### src/rtl/grad_3x3_multi.sv
// grad_3x3_multi: 3x3 Sobel/Scharr gradient-magnitude filter for the luma path.
// Output is sat((|Gx|+|Gy|) >> shift), optionally inverted, with border blanking at line start.
// Optional build macro GRAD_THRESH_EN adds i_threshold / o_edge (registered edge compare).
module grad_3x3_multi #(
  parameter int Y_DEPTH      = 8,
  parameter int SOBEL_SHIFT  = 0,
  parameter int SCHARR_SHIFT = 2,
  parameter int INVERT       = 0
) (
  input  logic               i_pclk,
  input  logic               i_arst,
  input  logic               i_valid,
  input  logic               i_sol,
  input  logic               i_mode,
  input  logic [Y_DEPTH-1:0] i_pixel_top,
  input  logic [Y_DEPTH-1:0] i_pixel_mid,
  input  logic [Y_DEPTH-1:0] i_pixel_bot,
`ifdef GRAD_THRESH_EN
  input  logic [Y_DEPTH-1:0] i_threshold,
  output logic               o_edge,
`endif
  output logic               o_valid,
  output logic [Y_DEPTH-1:0] o_pixel
);

  localparam int W = Y_DEPTH;

  // Column window (left / centre / right), each holding top, mid, bot
  logic [W-1:0] l_top, l_mid, l_bot;
  logic [W-1:0] c_top, c_mid, c_bot;
  logic [W-1:0] r_top, r_mid, r_bot;
  logic [1:0]   fill_cnt, fill_nxt;
  logic         fresh;
  logic         p0_valid, p0_int, p0_mode;

  // Window differences feeding the kernel
  logic [W:0]   d_tx, d_mx, d_bx, d_ry, d_cy, d_ly;
  logic [W+1:0] s1_xa, s1_ya;
  logic [W:0]   s1_xb, s1_yb;
  logic         s1_valid, s1_int, s1_mode;
  logic [W+4:0] s2_xa, s2_xb, s2_ya, s2_yb;
  logic         s2_valid, s2_int, s2_mode;
  logic [W+4:0] s3_gx, s3_gy;
  logic         s3_valid, s3_int, s3_mode;
  logic [W+3:0] s4_ax, s4_ay;
  logic         s4_valid, s4_int, s4_mode;
  logic [W+4:0] s5_sum, s5_mag;
  logic [W-1:0] s5_sat, s5_pix;

  // Outer weight a: 1 (Sobel) or 3 = 2+1 (Scharr), sign-extended to W+5
  function automatic logic [W+4:0] weight_a(input logic [W+1:0] x, input logic scharr);
    logic [W+4:0] e;
    e = {{3{x[W+1]}}, x};
    return scharr ? ((e << 1) + e) : e;
  endfunction

  // Centre weight b: 2 (Sobel) or 10 = 8+2 (Scharr), sign-extended to W+5
  function automatic logic [W+4:0] weight_b(input logic [W:0] x, input logic scharr);
    logic [W+4:0] e;
    e = {{4{x[W]}}, x};
    return scharr ? ((e << 3) + (e << 1)) : (e << 1);
  endfunction

  // Magnitude of a W+5 two's-complement gradient; fits W+4 bits
  function automatic logic [W+3:0] abs_g(input logic [W+4:0] g);
    logic [W+4:0] n;
    n = g[W+4] ? ('0 - g) : g;
    return n[W+3:0];
  endfunction

  // Next fill count: a line start, or the first beat after reset, restarts at column 0
  always_comb begin
    fill_nxt = fill_cnt;
    if (i_sol || fresh)
      fill_nxt = 2'd0;
    else if (fill_cnt != 2'd2)
      fill_nxt = fill_cnt + 2'd1;
  end

  // Window shift, fill counter and per-beat tags.
  // The cleared window is not real image data, so the first beat after reset is
  // treated as a line start: the first two beats after release stay border.
  always_ff @(posedge i_pclk) begin
    if (i_arst) begin
      {l_top, l_mid, l_bot} <= '0;
      {c_top, c_mid, c_bot} <= '0;
      {r_top, r_mid, r_bot} <= '0;
      fill_cnt <= '0;
      fresh    <= 1'b1;
      p0_valid <= 1'b0;
      p0_int   <= 1'b0;
      p0_mode  <= 1'b0;
    end else begin
      p0_valid <= i_valid;
      if (i_valid) begin
        {l_top, l_mid, l_bot} <= {c_top, c_mid, c_bot};
        {c_top, c_mid, c_bot} <= {r_top, r_mid, r_bot};
        {r_top, r_mid, r_bot} <= {i_pixel_top, i_pixel_mid, i_pixel_bot};
        fill_cnt <= fill_nxt;
        fresh    <= 1'b0;
        p0_int   <= (fill_nxt == 2'd2);
        p0_mode  <= i_mode;
      end
    end
  end

  // Pixel differences across the window (W+1 bit two's complement)
  always_comb begin
    d_tx = {1'b0, r_top} - {1'b0, l_top};
    d_mx = {1'b0, r_mid} - {1'b0, l_mid};
    d_bx = {1'b0, r_bot} - {1'b0, l_bot};
    d_ry = {1'b0, r_bot} - {1'b0, r_top};
    d_cy = {1'b0, c_bot} - {1'b0, c_top};
    d_ly = {1'b0, l_bot} - {1'b0, l_top};
  end

  // Datapath stages: differences, weighted partials, Gx/Gy, absolute values.
  // Outer-column differences are pre-summed since they share weight a.
  always_ff @(posedge i_pclk) begin
    if (i_arst) begin
      s1_xa <= '0; s1_xb <= '0; s1_ya <= '0; s1_yb <= '0;
      s2_xa <= '0; s2_xb <= '0; s2_ya <= '0; s2_yb <= '0;
      s3_gx <= '0; s3_gy <= '0;
      s4_ax <= '0; s4_ay <= '0;
      {s1_valid, s1_int, s1_mode} <= '0;
      {s2_valid, s2_int, s2_mode} <= '0;
      {s3_valid, s3_int, s3_mode} <= '0;
      {s4_valid, s4_int, s4_mode} <= '0;
    end else begin
      s1_xa <= {d_tx[W], d_tx} + {d_bx[W], d_bx};
      s1_xb <= d_mx;
      s1_ya <= {d_ry[W], d_ry} + {d_ly[W], d_ly};
      s1_yb <= d_cy;
      {s1_valid, s1_int, s1_mode} <= {p0_valid, p0_int, p0_mode};

      s2_xa <= weight_a(s1_xa, s1_mode);
      s2_xb <= weight_b(s1_xb, s1_mode);
      s2_ya <= weight_a(s1_ya, s1_mode);
      s2_yb <= weight_b(s1_yb, s1_mode);
      {s2_valid, s2_int, s2_mode} <= {s1_valid, s1_int, s1_mode};

      s3_gx <= s2_xa + s2_xb;
      s3_gy <= s2_ya + s2_yb;
      {s3_valid, s3_int, s3_mode} <= {s2_valid, s2_int, s2_mode};

      s4_ax <= abs_g(s3_gx);
      s4_ay <= abs_g(s3_gy);
      {s4_valid, s4_int, s4_mode} <= {s3_valid, s3_int, s3_mode};
    end
  end

  // Sum, mode-dependent shift, saturation, border blanking and inversion
  always_comb begin
    s5_sum = {1'b0, s4_ax} + {1'b0, s4_ay};
    s5_mag = s4_mode ? (s5_sum >> SCHARR_SHIFT) : (s5_sum >> SOBEL_SHIFT);
    s5_sat = (|s5_mag[W+4:W]) ? '1 : s5_mag[W-1:0];
    s5_pix = s4_int ? s5_sat : '0;
    if (INVERT != 0)
      s5_pix = ~s5_pix;
  end

  // Output register; o_pixel holds across bubbles
  always_ff @(posedge i_pclk) begin
    if (i_arst) begin
      o_valid <= 1'b0;
      o_pixel <= '0;
    end else begin
      o_valid <= s4_valid;
      if (s4_valid)
        o_pixel <= s5_pix;
    end
  end

`ifdef GRAD_THRESH_EN
  // Edge flag: saturated magnitude against threshold, interior beats only
  always_ff @(posedge i_pclk) begin
    if (i_arst)
      o_edge <= 1'b0;
    else if (s4_valid)
      o_edge <= s4_int && (s5_sat >= i_threshold);
  end
`endif

endmodule
### config.mk
export PLATFORM = sky130hd
export DESIGN_NAME = grad_3x3_multi
export DESIGN_NICKNAME = d
export VERILOG_FILES = /design/src/rtl/grad_3x3_multi.sv
export SDC_FILE = /design/constraint.sdc
export NUM_CORES = 1
export LEC_CHECK = 0
export BUFFER_PORTS_ARGS = -buffer_cell sky130_fd_sc_hd__buf_2
export CAP_MARGIN = 20
export CORE_MARGIN = 2
export CORE_UTILIZATION = 55
export DETAILED_ROUTE_END_ITERATION = 6
export PLACE_DENSITY_LB_ADDON = 0.05
export RECOVER_POWER = 100
export SYNTH_ARGS = -nofsm -noshare
export SYNTH_HDL_FRONTEND = slang
export SYNTH_SLANG_ARGS = --single-unit
### constraint.sdc
create_clock -name i_pclk -period 2.7 [get_ports i_pclk]
set_input_delay 0.675 -clock i_pclk [delete_from_list [all_inputs] [get_ports i_pclk]]
set_output_delay 0.675 -clock i_pclk [all_outputs]
set_load 0.01 [all_outputs]
* Word-level counts from Yosys, hierarchy flattened
Index checks and enable logic that the tools add are counted.
Storage, ports and cells: flip-flop bits (word level) 239, input port bits 29, output and inout bits 9, word-level logic and storage cells 77
Cells by class: $add $sub $neg 18, eq/ne operators 2, muxes and demuxes 11, bitwise gates (word level) 1, reduce and logical (&&, ||, !) cells 3
Operators by type and width (count):
- 2-to-1 mux 13 bit | 5
- subtractor 8 x 8 -> 9 bit | 6
- adder 12 x 10 -> 13 bit | 2
- adder 13 bit | 2
- adder 11 x 10 -> 12 bit | 2
- 2-to-1 mux 12 bit | 2
- subtractor 1 x 12 -> 12 bit (first input constant) | 2
- adder 9 x 9 -> 10 bit | 2
- 2-to-1 mux 8 bit | 2
- adder 12 x 12 -> 13 bit | 1
- OR reduction 5 bit | 1
- 2-to-1 mux 2 bit | 2
- adder 2 x 1 -> 2 bit (second input constant) | 1
- equality test 2 bit (second input constant) | 1
- != test 2 bit (second input constant) | 1
- OR reduction 2 bit | 1
- logical OR 1 bit | 1
- inverter 1 bit | 1

* Longest topological paths before layout
Gate-level depths: netlist (run 1).
depth after elaboration 5, gate-level depth with buffers 15

* Least setup slack after synthesis (run 1)
Ideal clock, no wire load.
kind flip-flop to flip-flop, start point register r_top[1], end point register s1_ya[8], arrival 2.629 ns, data required time 2.572 ns, setup slack -0.056 ns, stages on the path, launching flop included 15, path buffers 0, period minus slack after synthesis 2.756 ns, path through dfxtp_1 inv_1 ha_1 a21o_1 a21o_1 a21o_1 a21oi_1 o21ai_0 xor2_1 ha_1 or3_1 o21ai_0 a21oi_1 xnor2_1 nor2_1
Between the ends: word-level cells in the longest chain between the ends 2
Ends and longest elaborated chain:
- from (decl) | RTL line 31 | logic [W-1:0] r_top, r_mid, r_bot;
- from (signal assigned) | RTL line 98 | {r_top, r_mid, r_bot} <= {i_pixel_top, i_pixel_mid, i_pixel_bot};
- subtractor 8 x 8 -> 9 bit | RTL line 112 | d_ry = {1'b0, r_bot} - {1'b0, r_top};
- adder 9 x 9 -> 10 bit | RTL line 132 | s1_ya <= {d_ry[W], d_ry} + {d_ly[W], d_ly};
- to (signal assigned) | RTL line 132
- to (decl) | RTL line 38 | logic [W+1:0] s1_xa, s1_ya;
No other way between the ends. A chain may end at the register's enable or synchronous reset.

* Worst setup path in the final report (run 1)
start point register l_bot[0], end point register s1_ya[7]
Between the ends: word-level cells in the longest chain between the ends 2
Ends and longest elaborated chain:
- from (decl) | RTL line 29 | logic [W-1:0] l_top, l_mid, l_bot;
- from (signal assigned) | RTL line 96 | {l_top, l_mid, l_bot} <= {c_top, c_mid, c_bot};
- subtractor 8 x 8 -> 9 bit | RTL line 114 | d_ly = {1'b0, l_bot} - {1'b0, l_top};
- adder 9 x 9 -> 10 bit | RTL line 132
No other way between the ends.

==> results of run 1 <==
## how the worst max path moves through the flow
stage | start | to | slack (ns) | cells after the start
finish | l_bot[0] | s1_ya[7] | -0.08 | 12
global route | l_bot[0] | s1_ya[8] | -0.20 | 15
CTS | r_bot[0] | s1_ya[8] | -0.07 | 15
detailed placement | l_bot[0] | s1_ya[9] | -0.25 | 14
global placement | l_bot[0] | s1_ya[7] | -0.17 | 14
floorplan | r_top[1] | s1_ya[8] | 0.002 | 14
## registers in the layout, indices dropped and copies added, names as in the netlist, 8 cells and up
register,flops
r_mid,8
s1_xb,9
s2_xa,12
s4_ax,12
s3_gx,13
s1_xa,10
c_bot,8
s2_xb,12
s1_ya,10
s4_ay,12
o_pixel,8
l_bot,8
r_bot,8
l_top,8
s2_yb,12
l_mid,8
r_top,8
s2_ya,12
s1_yb,9
s3_gy,13
c_top,8
c_mid,8
## power by group through the flow
stage | registers, µW | clock network, µW | logic [µW]
floorplan | 4090 | 0 | 2260
global placement | 4210 | 0 | 2820
detailed placement | 4220 | 0 | 2870
CTS | 4140 | 3760 | 2940
global route | 4180 | 3890 | 3600
finish | 4140 | 3660 | 3200
## layout make-up
cell class | instances | area [µm²] | area share
clock inverter | 10 | 154 | 0.0102
inverter | 115 | 437 | 0.0290
timing repair buffer | 108 | 747 | 0.0497
tap | 313 | 392 | 0.0260
sequential | 235 | 4720 | 0.314
clock buffer | 37 | 753 | 0.0501
multi-input combinational | 1031 | 7830 | 0.521
## per-layer routing
| layer | GRT usage | share of wire | wire length (µm) |
|---|---|---|---|
| met2 | 0.376 | 0.48 | 12200 |
| met3 | 0.0280 | 0.026 | 664 |
| met5 | 0 | 0 | 0 |
| met4 | 0.0612 | 0.028 | 702 |
| met1 | 0.262 | 0.46 | 11600 |
## stage by stage
step	power [µW]	area (µm²)	worst slack, ns
floorplan	6360	12800	0.00170
global placement	7040	13800	-0.172
detailed placement	7080	13800	-0.246
CTS	10800	14800	-0.0713
global route	11700	15000	-0.199
finish	11000	15000	-0.0761
## logic make-up (layout without fill, tap and decap cells)
logic type      count (synthesis)  count (layout)  share of synthesized area
simple gates                  439             439                      0.160
buf+inv                       160             270                     0.0471
fa+ha+maj                     152             152                      0.157
xor+xnor                       97              97                     0.0664
compound gates                244             244                      0.124
flops                         235             235                      0.367
mux                            99              99                     0.0778
## worst reg2reg max path: stages (launching register included)
cell and delay [ns]:
dfxtp_4 0.36, inv_1 0.05, ha_2 0.17, fa_2 0.54, inv_1 0.05, ha_1 0.26
a21o_1 0.19, a21oi_2 0.14, nand2b_4 0.15, a21oi_4 0.07, o41ai_4 0.46, xnor2_1 0.17
nor2_1 0.06
## cell usage after synthesis (all sizes together), types with 7 or more instances
library cell    n
a211oi          9
a21boi         10
a21o           31
a21oi          57
a31oi          11
buf            13
clkbuf         32
dfxtp         235
fa             15
ha            137
inv           113
mux2i          95
nand2          51
nand2b         28
nor2          218
nor2b          54
nor3           42
o211ai          7
o21a           11
o21ai          62
o21bai          7
o22ai           7
o31ai           7
or3             7
or4             7
xnor2          55
xor2           42
## layout by cell type, fill, tap and decap left out, types with 9 or more instances in the layout
cell type,netlist,layout
o21ai_1,0,9
xor2_1,42,42
o21a_1,11,11
nand2b_1,28,26
a21o_1,31,31
xnor2_1,55,48
inv_1,113,107
fa_1,15,9
buf_2,2,35
nor3_1,41,39
clkbuf_16,0,27
nor2b_1,54,53
ha_1,137,128
nand2_1,51,51
a21oi_2,0,13
clkbuf_1,32,11
a21oi_1,57,43
mux2i_1,95,95
nor2_1,218,214
o21ai_0,61,46
buf_4,0,62
a31oi_1,11,10
dfxtp_1,235,227
## repair_timing
action | 4_1_cts | 5_1_grt
buffers inserted | 1 | 9
resized for setup | 35 | 65
cloned | 0 | 0
pin swaps | 16 | 56
setup endpoints to repair | 8 | 15
==> qor.yml, run 1 <==
tritoncts: "done"
maxCapViolations: 1
cp_slowest_cell: "fa_2"
setup.worst_path.end_class: "flip-flop"
finalSetupTns_ns: -0.220
finClkSkew_ns: 0.00777
antenna_found_initial: 0
start_util: 0.562
dp_cells: 1796
portBuffers: 37
die_x_um: 157
path_common_cell: "inv_1"
synth_area_mm2: 0.0128
grt-ovfl-total: 0
core_mm2: 0.0228
areaGrowthSynthToFinish_pct: 17.4
final_util: 0.660
power_leakage_uw: 0.00668
hold_violations: 0
ys_types: 54
start_kind: "flip-flop"
swShare: 0.297
post-route-period-util: 1.03
diodes: 0
drive_gt1_frac: 0.150
synth_top_area_cell: "dfxtp_1"
routed_wl_mm: 25.2
yosysTopAreaCellShare: 0.367
internal-power_uw: 7730
crit_required_ns: 3.11
cts_buffers: 26
crit_arrival_ns: 3.18
irDropWorstVdd_mv: 0.521
r2r_cells: 12
hold_path.startpoint: "i_pixel_bot[0]"
wl_per_cell_um: 13.6
fmax_mhz: 360
p_switching_uw: 3260
min_to: "r_bot[0]"
hp-class: "in2reg"
clock_latency_ns: 0.52
path_cells: "inv_1 > ha_2 > fa_2 > inv_1 > ha_1 > a21o_1 > a21oi_2 > nand2b_4 > a21oi_4 > o41ai_4 > xnor2_1 > nor2_1"
drc: 0
fillers: 1898
clkSlewWorstSetupHoldPaths_ns: 0.06
clkPwrFrac: 0.333
combPwrFrac: 0.291
dr.pass1.iters: 4
dp_hpwl_mm: 18.9
regToRegSetupSlack_ns: -0.08
setup_viol: 4
row_count: 55
r2r-end: "s1_ya[7]"
htreeDepth: 1
synth-edff-count: 0
max-slew-margin-rel: -0.237
cts_root_buf: "clkbuf_16"
status: "finished, violations left"
period_minus_slack_ns: 2.78
cp_top_family: "adder cells"
slew_viol_final: 29
synth_top_cells_by_area: "dfxtp_1 (37%), ha_1 (13%), mux2i_1 (7.4%)"
cp_num_buf_inv: 2
finish.net_count: 1698
ctsHoldBuffers: 0
io_pins: 38
die_y_um: 157
place_congestion: 0.826
synth_seq_cells: 235
crit_fanout: 3
via_per_inst: 5.13
grt_pass1_vias: 9117
cts_max_path_buffers: 3
r2r-start: "l_bot[0]"
synthFlopType: "dfxtp_1"
whs_path_depth: 3
avgSynthCellArea_um2: 8.98
ant_nets: 0
violations: "capacitance limit, slew limit, setup timing"
power.sequential.fraction: 0.377
drt_iter0_drc: 389
powerDensity_mw_per_mm2: 731
seq_area_frac_synth: 0.367
die-area_mm2: 0.0245
yosysWarnings: 0
crit_type: "reg2reg"
async_flop_share: 0
clock_sinks: 235
synth_nets: 1607
finalWorstSetupSlack_ns: -0.0761
tightestPinTransition_ns: 1.86
grt_usage: 0.210
rsz0062_at_grt: "true"
grt_max_degree: 69
vias: 9488
synthCells: 1426
max_stage_delay_ns: 0.54
grt_pass1_wl_mm: 42.4
final_cell_count_no_fill: 1849
hold_slack_ns: 0.386
Power figures use the tool's default switching activity.
==> run 2: changes to the inputs <==
--- a/config.mk
+++ b/config.mk
@@ -5,10 +5,11 @@
 export SDC_FILE = /design/constraint.sdc
 export NUM_CORES = 1
 export LEC_CHECK = 0
+export ABC_AREA = 0
 export BUFFER_PORTS_ARGS = -buffer_cell sky130_fd_sc_hd__buf_2
 export CAP_MARGIN = 20
 export CORE_MARGIN = 2
-export CORE_UTILIZATION = 55
+export CORE_UTILIZATION = 57
 export DETAILED_ROUTE_END_ITERATION = 6
 export PLACE_DENSITY_LB_ADDON = 0.05
 export RECOVER_POWER = 100
==> run 2 against run 1 <==
  * The run ends with setup timing left
  * Via count is 0.30% higher
  * Combinational power shrank 3%
  * Global-route usage rose by 0.34 points
  * Total power is 1.5% lower
  * Critical path type unchanged
  * Largest power group unchanged
==> qor.yml, run 2 (same netlist as run 1, synthesis figures left out) <==
status: "finished, violations left"
violations: "setup timing"
ant_nets: 0
period_minus_slack_ns: 2.82
via_per_inst: 5.26
start_util: 0.583
die_x_um: 154
cts_root_buf: "clkbuf_16"
grt_usage: 0.213
finalSetupTns_ns: -0.273
postPlaceCellArea_mm2: 0.0137
slew_viol_final: 0
layout_common_cells: "dfxtp_1 (228), nor2_1 (214), ha_1 (130)"
grt-ovfl-total: 0
dr.pass1.iters: 4
internal-power_uw: 7530
die-area_mm2: 0.0237
crit_fanout: 3
setup.worst_path.end_class: "flip-flop"
seqCellArea_mm2: 0.00472
clock_latency_ns: 0.53
post-route-period-util: 1.04
cp_top_family: "adder cells"
swShare: 0.304
core_mm2: 0.0220
setup_viol: 4
io_pins: 38
grt_pass1_vias: 9212
crit_required_ns: 3.10
path_cells: "inv_2 > ha_4 > fa_2 > nor2b_2 > o21ai_2 > a21boi_2 > o21a_1 > nor2_2 > xnor2_1 > ha_2 > or3_4 > o21ai_2 > a21oi_2 > xnor2_2 > nor2_1"
cts_buffers: 26
rsz0062_at_grt: "true"
combPwrFrac: 0.287
die_y_um: 154
ctsHoldBuffers: 0
fmax_mhz: 355
hold_violations: 0
portBuffers: 37
clock_sinks: 235
max_stage_delay_ns: 0.41
power.sequential.fraction: 0.382
grt_max_degree: 99
finClkSkew_ns: 0.0137
drc: 0
vias: 9516
cts_max_path_buffers: 3
tightestPinTransition_ns: 1.41
max-slew-margin-rel: 0.0614
clkSlewWorstSetupHoldPaths_ns: 0.06
tritoncts: "done"
crit_arrival_ns: 3.22
maxCapViolations: 0
power_leakage_uw: 0.00660
start_kind: "flip-flop"
drt_iter0_drc: 388
place_congestion: 0.864
row_count: 54
design_area_mm2: 0.0149
diodes: 0
mostFrequentLayoutCell: "dfxtp_1"
cp_num_buf_inv: 1
p_switching_uw: 3290
htreeDepth: 1
crit_type: "reg2reg"
dp_hpwl_mm: 18.6
grt_pass1_wl_mm: 42.7
drive_gt1_frac: 0.145
multiInputGateArea_mm2: 0.00781
hp-class: "in2reg"
pre_cts_slack_ns: -0.206
wl_per_cell_um: 13.8
clkPwrFrac: 0.331
path_common_cell: "o21ai_2"
finalWorstSetupSlack_ns: -0.116
top_regs: "s3_gx (13), s3_gy (13)"
areaGrowthSynthToFinish_pct: 16.3
antenna_found_initial: 0
routed_wl_mm: 24.9
cp_slowest_cell: "fa_2"
powerDensity_mw_per_mm2: 727
irDropWorstVdd_mv: 0.495
finish.net_count: 1691
fillers: 1754
## run 2: worst register-to-register path: cells and delay by family (launching register included)
family          cells  cell delay (ns)
flops               1             0.37
fa+ha+maj           3             0.88
simple gates        4             0.56
compound gates      5             0.55
buf+inv             1             0.05
xor+xnor            2             0.29
## run 2: metal layers
layer	vias up	global-route usage	wire length [µm]
li1	5043	-	-
met1	4315	0.273	11700
met2	111	0.376	11900
met3	47	0.0268	644
met4	0	0.0628	715
met5	-	0	0
## run 2: repair_timing
action	in CTS	in global routing
endpoints found under the hold margin	0	0
gates resized for setup	33	57
endpoints found under the setup margin	8	15
pin swaps	18	43
cloned	0	0
buffers inserted	6	2
## run 2: power groups by stage
stage	registers [µW]	clock network [µW]	logic (µW)
floorplan	4090	0	2260
global placement	4210	0	2810
detailed placement	4220	0	2860
CTS	4150	3670	2940
global route	4180	3790	3500
finish	4140	3580	3110
## run 2: path summary, 6_finish.rpt
check                               startpoint  slack [ns]  cells past startpoint       end
worst min register to register        s3_valid        0.44                      1  s4_valid
worst max-delay path                  l_bot[0]       -0.12                     15  s1_ya[8]
worst max register to register        l_bot[0]       -0.12                     15  s1_ya[8]
worst min-delay path            i_pixel_top[1]        0.38                      3  r_top[1]
## run 2: stage by stage
step,util,cells,hold WS [ns],power (µW)
5_1_grt,0.678,1810,0.375,11500
3_3_place_gp,0.622,1759,0.416,7020
2_1_floorplan,-,1426,0.414,6360
3_5_place_dp,0.622,1759,0.425,7080
4_1_cts,0.668,1813,0.359,10800
6_report,0.678,1810,0.376,10800
## run 2: cell type report
type,count,share of cell area
Clock inverter,11,0.0100
Tap cell,280,0.0235
Sequential cell,235,0.317
Inverter,115,0.0292
Timing Repair Buffer,101,0.0465
Clock buffer,37,0.0492
Multi-Input combinational cell,1031,0.525
